<file path="src/rtl/status_register_stack.sv">
// Parametrised CPU status register with per-bit writes, forced bits and a shadow save/restore stack.
// Optional feature: define STATUS_REGISTER_STACK_DELAYED_WRITE_EN for one-step lag on DELAY_MASK bits.
module status_register_stack #(
    parameter int              WIDTH       = 8,
    parameter int              NUM_SRC     = 2,
    parameter int              DEPTH       = 4,
    parameter logic [WIDTH-1:0] RESET_VAL   = 8'h34,
    parameter logic [WIDTH-1:0] FORCE1_MASK = 8'h20,
    parameter logic [WIDTH-1:0] FORCE0_MASK = 8'h00,
    parameter logic [WIDTH-1:0] DELAY_MASK  = 8'h04,
    localparam int SEL_W = (NUM_SRC > 1) ? $clog2(NUM_SRC) : 1,
    localparam int DW    = $clog2(DEPTH + 1),
    localparam int AW    = (DEPTH > 1) ? $clog2(DEPTH) : 1
) (
    input  logic                     clk,
    input  logic                     reset,
    input  logic                     cpu_en,
    input  logic [NUM_SRC*WIDTH-1:0] wd,
    input  logic [SEL_W-1:0]         src_sel,
    input  logic [WIDTH-1:0]         p_write,
    input  logic                     push,
    input  logic                     pop,
    input  logic                     clear_err,
    output logic [WIDTH-1:0]         p_out,
    output logic [DW-1:0]            depth,
    output logic                     overflow,
    output logic                     underflow
);

    // FORCE1 wins on overlap, so only the non-overlapping part of FORCE0 clears bits.
    localparam logic [WIDTH-1:0] CLR_MASK = FORCE0_MASK & ~FORCE1_MASK;

    function automatic logic [WIDTH-1:0] apply_force(input logic [WIDTH-1:0] x);
        return (x | FORCE1_MASK) & ~CLR_MASK;
    endfunction

    logic [WIDTH-1:0] p_reg, p_next;
    logic [DW-1:0]    depth_reg, depth_next;
    logic             overflow_reg, overflow_next;
    logic             underflow_reg, underflow_next;
    logic [WIDTH-1:0] stack_mem [DEPTH];

    logic [WIDTH-1:0] src_data [NUM_SRC];
    logic [WIDTH-1:0] wd_sel, base_val, write_imm, written_val, stack_top;
    logic             empty, full, pop_ok, exch, push_ok, ov_set, un_set;
    logic [AW-1:0]    top_idx, wr_idx;

    genvar gi;
    generate
        for (gi = 0; gi < NUM_SRC; gi++) begin : g_src
            assign src_data[gi] = wd[gi*WIDTH +: WIDTH];
        end
    endgenerate

`ifdef STATUS_REGISTER_STACK_DELAYED_WRITE_EN
    logic [WIDTH-1:0] pend_val_reg, pend_val_next;
    logic [WIDTH-1:0] pend_mask_reg, pend_mask_next;
    // Pending bits land first; this cycle's immediate writes are layered on top.
    assign base_val  = (p_reg & ~pend_mask_reg) | (pend_val_reg & pend_mask_reg);
    assign write_imm = p_write & ~DELAY_MASK;
`else
    localparam logic [WIDTH-1:0] DELAY_OFF = DELAY_MASK & {WIDTH{1'b0}};
    assign base_val  = p_reg;
    assign write_imm = p_write & ~DELAY_OFF;
`endif

    assign empty     = (depth_reg == '0);
    assign full      = (depth_reg == DW'(DEPTH));
    assign pop_ok    = pop & ~empty;
    assign exch      = push & pop_ok;
    assign push_ok   = push & ~pop_ok & ~full;
    assign ov_set    = push & ~pop & full;
    assign un_set    = pop & empty;
    assign top_idx   = AW'(depth_reg - 1'b1);
    assign wr_idx    = exch ? top_idx : AW'(depth_reg);
    assign stack_top = stack_mem[top_idx];

    always_comb begin
        wd_sel = src_data[0];
        if (int'(src_sel) < NUM_SRC) begin
            wd_sel = src_data[src_sel];
        end
    end

    assign written_val = (base_val & ~write_imm) | (wd_sel & write_imm);

    always_comb begin
        p_next         = p_reg;
        depth_next     = depth_reg;
        overflow_next  = overflow_reg;
        underflow_next = underflow_reg;
`ifdef STATUS_REGISTER_STACK_DELAYED_WRITE_EN
        pend_val_next  = pend_val_reg;
        pend_mask_next = pend_mask_reg;
`endif
        if (cpu_en) begin
            p_next         = pop_ok ? apply_force(stack_top) : apply_force(written_val);
            overflow_next  = ov_set | (overflow_reg & ~clear_err);
            underflow_next = un_set | (underflow_reg & ~clear_err);
            if (push_ok) begin
                depth_next = depth_reg + 1'b1;
            end else if (pop_ok && !exch) begin
                depth_next = depth_reg - 1'b1;
            end
`ifdef STATUS_REGISTER_STACK_DELAYED_WRITE_EN
            pend_val_next  = wd_sel;
            pend_mask_next = pop_ok ? '0 : (p_write & DELAY_MASK);
`endif
        end
    end

    always_ff @(posedge clk or posedge reset) begin
        if (reset) begin
            p_reg         <= apply_force(RESET_VAL);
            depth_reg     <= '0;
            overflow_reg  <= 1'b0;
            underflow_reg <= 1'b0;
`ifdef STATUS_REGISTER_STACK_DELAYED_WRITE_EN
            pend_val_reg  <= '0;
            pend_mask_reg <= '0;
`endif
        end else begin
            p_reg         <= p_next;
            depth_reg     <= depth_next;
            overflow_reg  <= overflow_next;
            underflow_reg <= underflow_next;
`ifdef STATUS_REGISTER_STACK_DELAYED_WRITE_EN
            pend_val_reg  <= pend_val_next;
            pend_mask_reg <= pend_mask_next;
`endif
        end
    end

    // Stack contents are undefined after reset, so the array stays free of reset logic.
    always_ff @(posedge clk) begin
        if (cpu_en && (push_ok || exch)) begin
            stack_mem[wr_idx] <= p_reg;
        end
    end

    assign p_out     = p_reg;
    assign depth     = depth_reg;
    assign overflow  = overflow_reg;
    assign underflow = underflow_reg;

endmodule

</file>
<file path="config.mk">
export PLATFORM = sky130hd
export DESIGN_NAME = status_register_stack
export DESIGN_NICKNAME = d
export VERILOG_FILES = /design/src/rtl/status_register_stack.sv
export SDC_FILE = /design/constraint.sdc
export NUM_CORES = 1
export LEC_CHECK = 0
export ABC_AREA = 1
export CAP_MARGIN = 20
export CORE_MARGIN = 5
export CORE_UTILIZATION = 45
export DETAILED_ROUTE_END_ITERATION = 7
export PLACE_DENSITY = 0.83
export RECOVER_POWER = 25
export SYNTH_ARGS = -nofsm -noshare
export SYNTH_HDL_FRONTEND = slang
export SYNTH_SLANG_ARGS = --single-unit
</file>
<file path="constraint.sdc">
create_clock -name clk -period 4.5 [get_ports clk]
set_input_delay 0.45 -clock clk [delete_from_list [all_inputs] [get_ports clk]]
set_output_delay 0.45 -clock clk [all_outputs]
set_load 0.01 [all_outputs]
</file>
# ---- After elaboration in Yosys (flattened, before gate mapping)
# Memory sizes are Yosys's and may differ from the RTL's.
# Cells that the tools add are included.
dict set report totals {
  ff_bits 13
  ramBits 32
  out_inout_bits 13
  wordCells 46
  n_memories 1
}
dict set report classes {
  add_sub_neg 2
  magnitude_cmp 1
  eq_ne 1
  muxes 9
  bitwise_logic 21
  n_reduce_logical 7
}
# memory words word_bits rd rd_clocked_by_memory_dff wr line
set memory_table {}
lappend memory_table {stack_mem 4 8 1 0 1 41} ;# logic [WIDTH-1:0] stack_mem [DEPTH];
# operator count
set ops {}
lappend ops {{8-bit two-way mux} 4}
lappend ops {{8-bit bitwise AND} 2}
lappend ops {{1-bit bitwise AND} 9}
lappend ops {{8-bit NOT} 1}
lappend ops {{8-bit OR} 1}
lappend ops {{3-bit two-way mux} 2}
lappend ops {{1-bit NOT} 5}
lappend ops {{3-bit by 1-bit adder with 3-bit output, second input constant} 1}
lappend ops {{3-bit == test, second input constant} 1}
lappend ops {{3-bit logical NOT} 1}
lappend ops {{3-bit by 1-bit subtractor with 3-bit output, second input constant} 1}
lappend ops {{2-bit >= comparator, second input constant} 1}
lappend ops {{1-bit logical AND} 2}
lappend ops {{1-bit two-way mux} 2}
lappend ops {{2-bit two-way mux} 1}
lappend ops {{1-bit NOT with 2-bit output} 1}
lappend ops {{1-bit OR} 2}
lappend ops {{2-bit AND reduction} 1}
lappend ops {{2-bit nonzero test} 1}
lappend ops {{1-bit logical NOT} 1}
lappend ops {{1-bit logical OR} 1}

# ---- Longest topological paths before layout
dict set report depth {
  word_depth 10
  mapped_depth 12
  depth_no_buf 10
}

# ---- Least setup slack after synthesis
# OpenSTA, ideal clock, no wires.
dict set report synth_timing {
  path_kind {register to register}
  start {register depth_reg[0] (netlist: depth[0])}
  end {memory stack_mem[2][0], enable pin}
  arrival_ps 1848
  required_ps 4140
  setup_slack_ps 2292
  stages_incl_launch_ff 10
  cell_sequence {dfrtp_1 > buf_2 > inv_2 > buf_4 > ha_1 > nand2_4 > nand3_2 > o21ai_2 > inv_1 > nor2_1}
}
dict set report synth_via {
  elab_chain_cells 10
}
# element line
set synth_rtl {}
lappend synth_rtl {{from (decl)} 38} ;# logic [DW-1:0] depth_reg, depth_next;
lappend synth_rtl {{from (signal assigned)} 124} ;# depth_reg <= depth_next;
lappend synth_rtl {{3-bit logical NOT} 67} ;# assign empty = (depth_reg == '0);
lappend synth_rtl {{1-bit NOT} 69} ;# assign pop_ok = pop & ~empty;
lappend synth_rtl {{1-bit bitwise AND} 69}
lappend synth_rtl {{1-bit NOT} 71} ;# assign push_ok = push & ~pop_ok & ~full;
lappend synth_rtl {{1-bit bitwise AND (2 in series)} 71}
lappend synth_rtl {{1-bit logical OR} 136} ;# if (cpu_en && (push_ok || exch)) begin
lappend synth_rtl {{1-bit logical AND} 136}
lappend synth_rtl {{1-bit two-way mux} 136}
lappend synth_rtl {{1-bit two-way mux (not written as such)} 137} ;# stack_mem[wr_idx] <= p_reg;
lappend synth_rtl {{to (decl)} 41}
# Several ways; a longest one is shown, not always the timed one.

# ---- Final worst setup path
dict set report layout_timing {
  start {register depth_reg[0] (netlist: depth[0])}
  end {memory stack_mem[0][0], enable pin}
}
# The elaborated chain is that of the path after synthesis.

==> metrics.md <==
| Metric | Value |
|---|---|
| Status | `finished, final reports clean` |
| Clock power frac | `0.160` |
| Initial antenna violation count | `0` |
| Syn Nets | `283` |
| Worst skew pair latency | `a little under 0.3 ns` |
| Slowest cell on crit path | `dfrtp_1` |
| Core ar. | `about 0.0044 mm2` |
| Worst slew pin tran | `~0.69 ns` |
| Synth Area per Inst | `between 8 and 9 um2` |
| Global-route wire length before repair | `7.18 mm` |
| GPL Wtd Cong | `0.797` |
| Starting Density | `0.470` |
| Final hold vios | `0` |
| CTS H-Tree Depth | `2` |
| Synth Area in Adders | `0.0181` |
| Mapped Cells | `249` |
| Pre-CTS WS | `1.66 ns` |
| Comb pwr share | `0.418` |
| Top Ports | `44` |
| Starting DRT DRC Count | `65` |
| Global routing usage on met2 | `0.256` |
| Mapped Area | `0.00208 mm2` |
| Total Wirelength | `4.32 mm` |
| Synth Area in Simple Gates | `0.306` |
| DRC viols | `0` |
| XOR/XNOR share of the synthesized area | `0.00422` |
| Utilization after layout | `0.584` |
| Final cell count without fillers | `341` |
| Max Clk Rate | `353 MHz` |
| Final hold slack | `0.476 ns` |
| Net Sw Frac | `0.397` |
| R2R depth | `8` |
| CP Data Arrival Time | `2.75 ns` |
| Die height | `approximately 78 um` |
| Int Power | `907 uW` |
| Root Buffer | `clkbuf_8` |
| Critical path capture point type | `flop` |
| Setup Skew | `0.00609 ns` |
| Area grow syn2layout | `24.2%` |
| Antenna-violating nets left | `0` |
| Clock Pin Slew Worst Setup and Hold Paths | `roughly 0.07 ns` |
| Final WS setup | `1.67 ns` |
| Vias per std cell | `4.85` |
| Cell Area, Placed | `0.00248 mm2` |
| GR peak layer | `met2` |
| M1 GR Usage | `0.177` |
| CTS max path bufs | `2` |
| Die area | `0.00607 mm2` |
| Diodes inserted | `0` |
| Die W | `77.9 um` |
| Grt ovf | `0` |
| Placed cells | `333` |
| Nets | `approximately 320` |
| CP max stage delay | `0.63 ns` |
| Power, Total | `roughly 1.5 mW` |
| GRT Total Usage | `0.150` |
| Total of max-cap violations | `0` |
| CTS Hold Bufs | `0` |
| Total negative slack | `0 ns` |
| Post-route cell area | `0.00258 mm2` |
| CTS sink cnt | `40` |
| PwrDens | `approximately 580 mW/mm2` |
| Slew margin rel. | `0.538` |
| Drt first pass iters | `4` |
| Sequential Power Share | `0.422` |
| Total number of vias | `1,654` |
| Net Switching | `596 uW` |
| Port bufs | `39` |
| Area of the multi-input gates | `762 um2` |
| Post-synthesis mux area share | `0` |
| RSZ-0062 raised after global routing | `no` |
| GRT met3 Usage | `0.0394` |
| Fillers | `361` |
| Hold Crit Class | `input pin to async pin` |
| Final min period | `about 2.8 ns` |
| Register area | `0.00114 mm2` |
| Crit share post-route | `0.629` |
| Largest net degree at the start of global routing | `21` |
| Worst VDD drop | `about 0.27 mV` |
| Crit Path Category | `flop to flop` |
| Crit-path cells | `inv_2, ha_1, nand2_4, nand2_4, inv_2, nand3_1, nand3_1, nor2_1` |
| Synth cell types | `21` |
| Final Slew Violations | `0` |
| TritonCTS clock tree | `done` |
| DP Wirelength | `3.26 mm` |
| Main combinational cell family by area after synthesis | `simple AND/OR/NAND/NOR gates` |
| Startpoint types | `flop` |
| Max Fanout on Critical Path | `20` |
| Share of cells above drive strength 1 | `0.0623` |
| Setup Fix Bufs, Post-CTS | `0` |
| Sequential share of the synthesized area | `0.551` |
| TritonCTS buffer count | `5` |
| P_leak | `1.20 nW` |
| Final setup fails | `0` |
| Vias in the first global route | `approximately 1,600` |
| Synthesis Warnings | `0` |
| Row count | `24` |
| Synth Area in Compound Gates | `0.0368` |
| Post-synthesis register bit count | `40` |
| CP required | `approximately 4.4 ns` |
| Post-CTS sizing | `0` |
| Routed len/inst | `12.7 um` |
per-layer routing:
metal / vias to the layer above / wire length, um
met1: 743 / 1990
met2: 45 / 2050
met4: 0 / 71
met5: - / 0
met3: 6 / 214
li1: 860 / -
placed cells by master (no fill, tap or decap):
master and count:
a21oi_1 6, a21oi_4 1, a31oi_1 1, clkbuf_8 6, clkdlybuf4s50_1 39, clkinv_2 2
conb_1 1, dfrtp_1 10, dfstp_1 1, dfstp_2 1, edfxtp_1 28, ha_1 3
inv_1 30, inv_2 3, nand2_1 104, nand2_4 2, nand3_1 27, nand3_2 2
nor2_1 18, o21ai_2 1, o31ai_1 2, xor2_1 1
worst max-delay path: cells and delay by family (launching register included):
kind                     cells  cell delay, ns
adder cells (fa/ha/maj)      1            0.31
buffers and inverters        2            0.52
flip-flops                   1            0.63
AND/OR/NAND/NOR              5            1.01
path summary, 6_finish.rpt:
check	startpoint	slack, ns	to
min in group clk	underflow	0.50	underflow
hold reg to reg	underflow	0.50	underflow
hold / removal	reset	0.48	async pin
setup / recovery	depth[0]	1.67	stack_mem[0][0]
setup reg to reg	depth[0]	1.67	stack_mem[0][0]
max in group asynchronous	reset	3.67	async pin
final cells by class:
cell class,count,share of cell area
timing repair buffer,39,0.151
clock buffer,6,0.0320
sequential,40,0.444
clock inverter,2,0.00388
multi-input combinational,169,0.296
inverter,33,0.0481
tap,52,0.0252
cell families (layout without fill, tap and decap cells):
| logic type | after synthesis | count (layout) |
|---|---|---|
| AOI/OAI and AO/OA | 11 | 11 |
| xor gates and xnor gates | 1 | 1 |
| adders and majority gates | 3 | 3 |
| DFF | 40 | 40 |
| and+or+nand+nor | 153 | 153 |
| buffers and inverters | 40 | 80 |
| other | 1 | 1 |
synth_stat cells, drive strengths merged:
master / instances / share of area
a21oi: 7 / 0.022
a31oi: 1 / 0.0030
buf: 7 / 0.022
conb: 1 / 0.0018
dfrtp: 10 / 0.12
dfstp: 2 / 0.025
edfxtp: 28 / 0.41
ha: 3 / 0.018
inv: 33 / 0.060
nand2: 106 / 0.20
nand3: 29 / 0.075
nor2: 18 / 0.033
o21ai: 1 / 0.0042
o31ai: 2 / 0.0072
xor2: 1 / 0.0042
power groups by stage:
stage / Clock [mW] / Sequential [mW] / Combinational (mW)
floorplan: 0 / 0.620 / 0.411
global placement: 0 / 0.635 / 0.611
detailed placement: 0 / 0.643 / 0.631
CTS: 0.244 / 0.636 / 0.633
global route: 0.263 / 0.654 / 0.697
finish: 0.240 / 0.634 / 0.628
No activity file was read; power rests on OpenSTA's default activity.
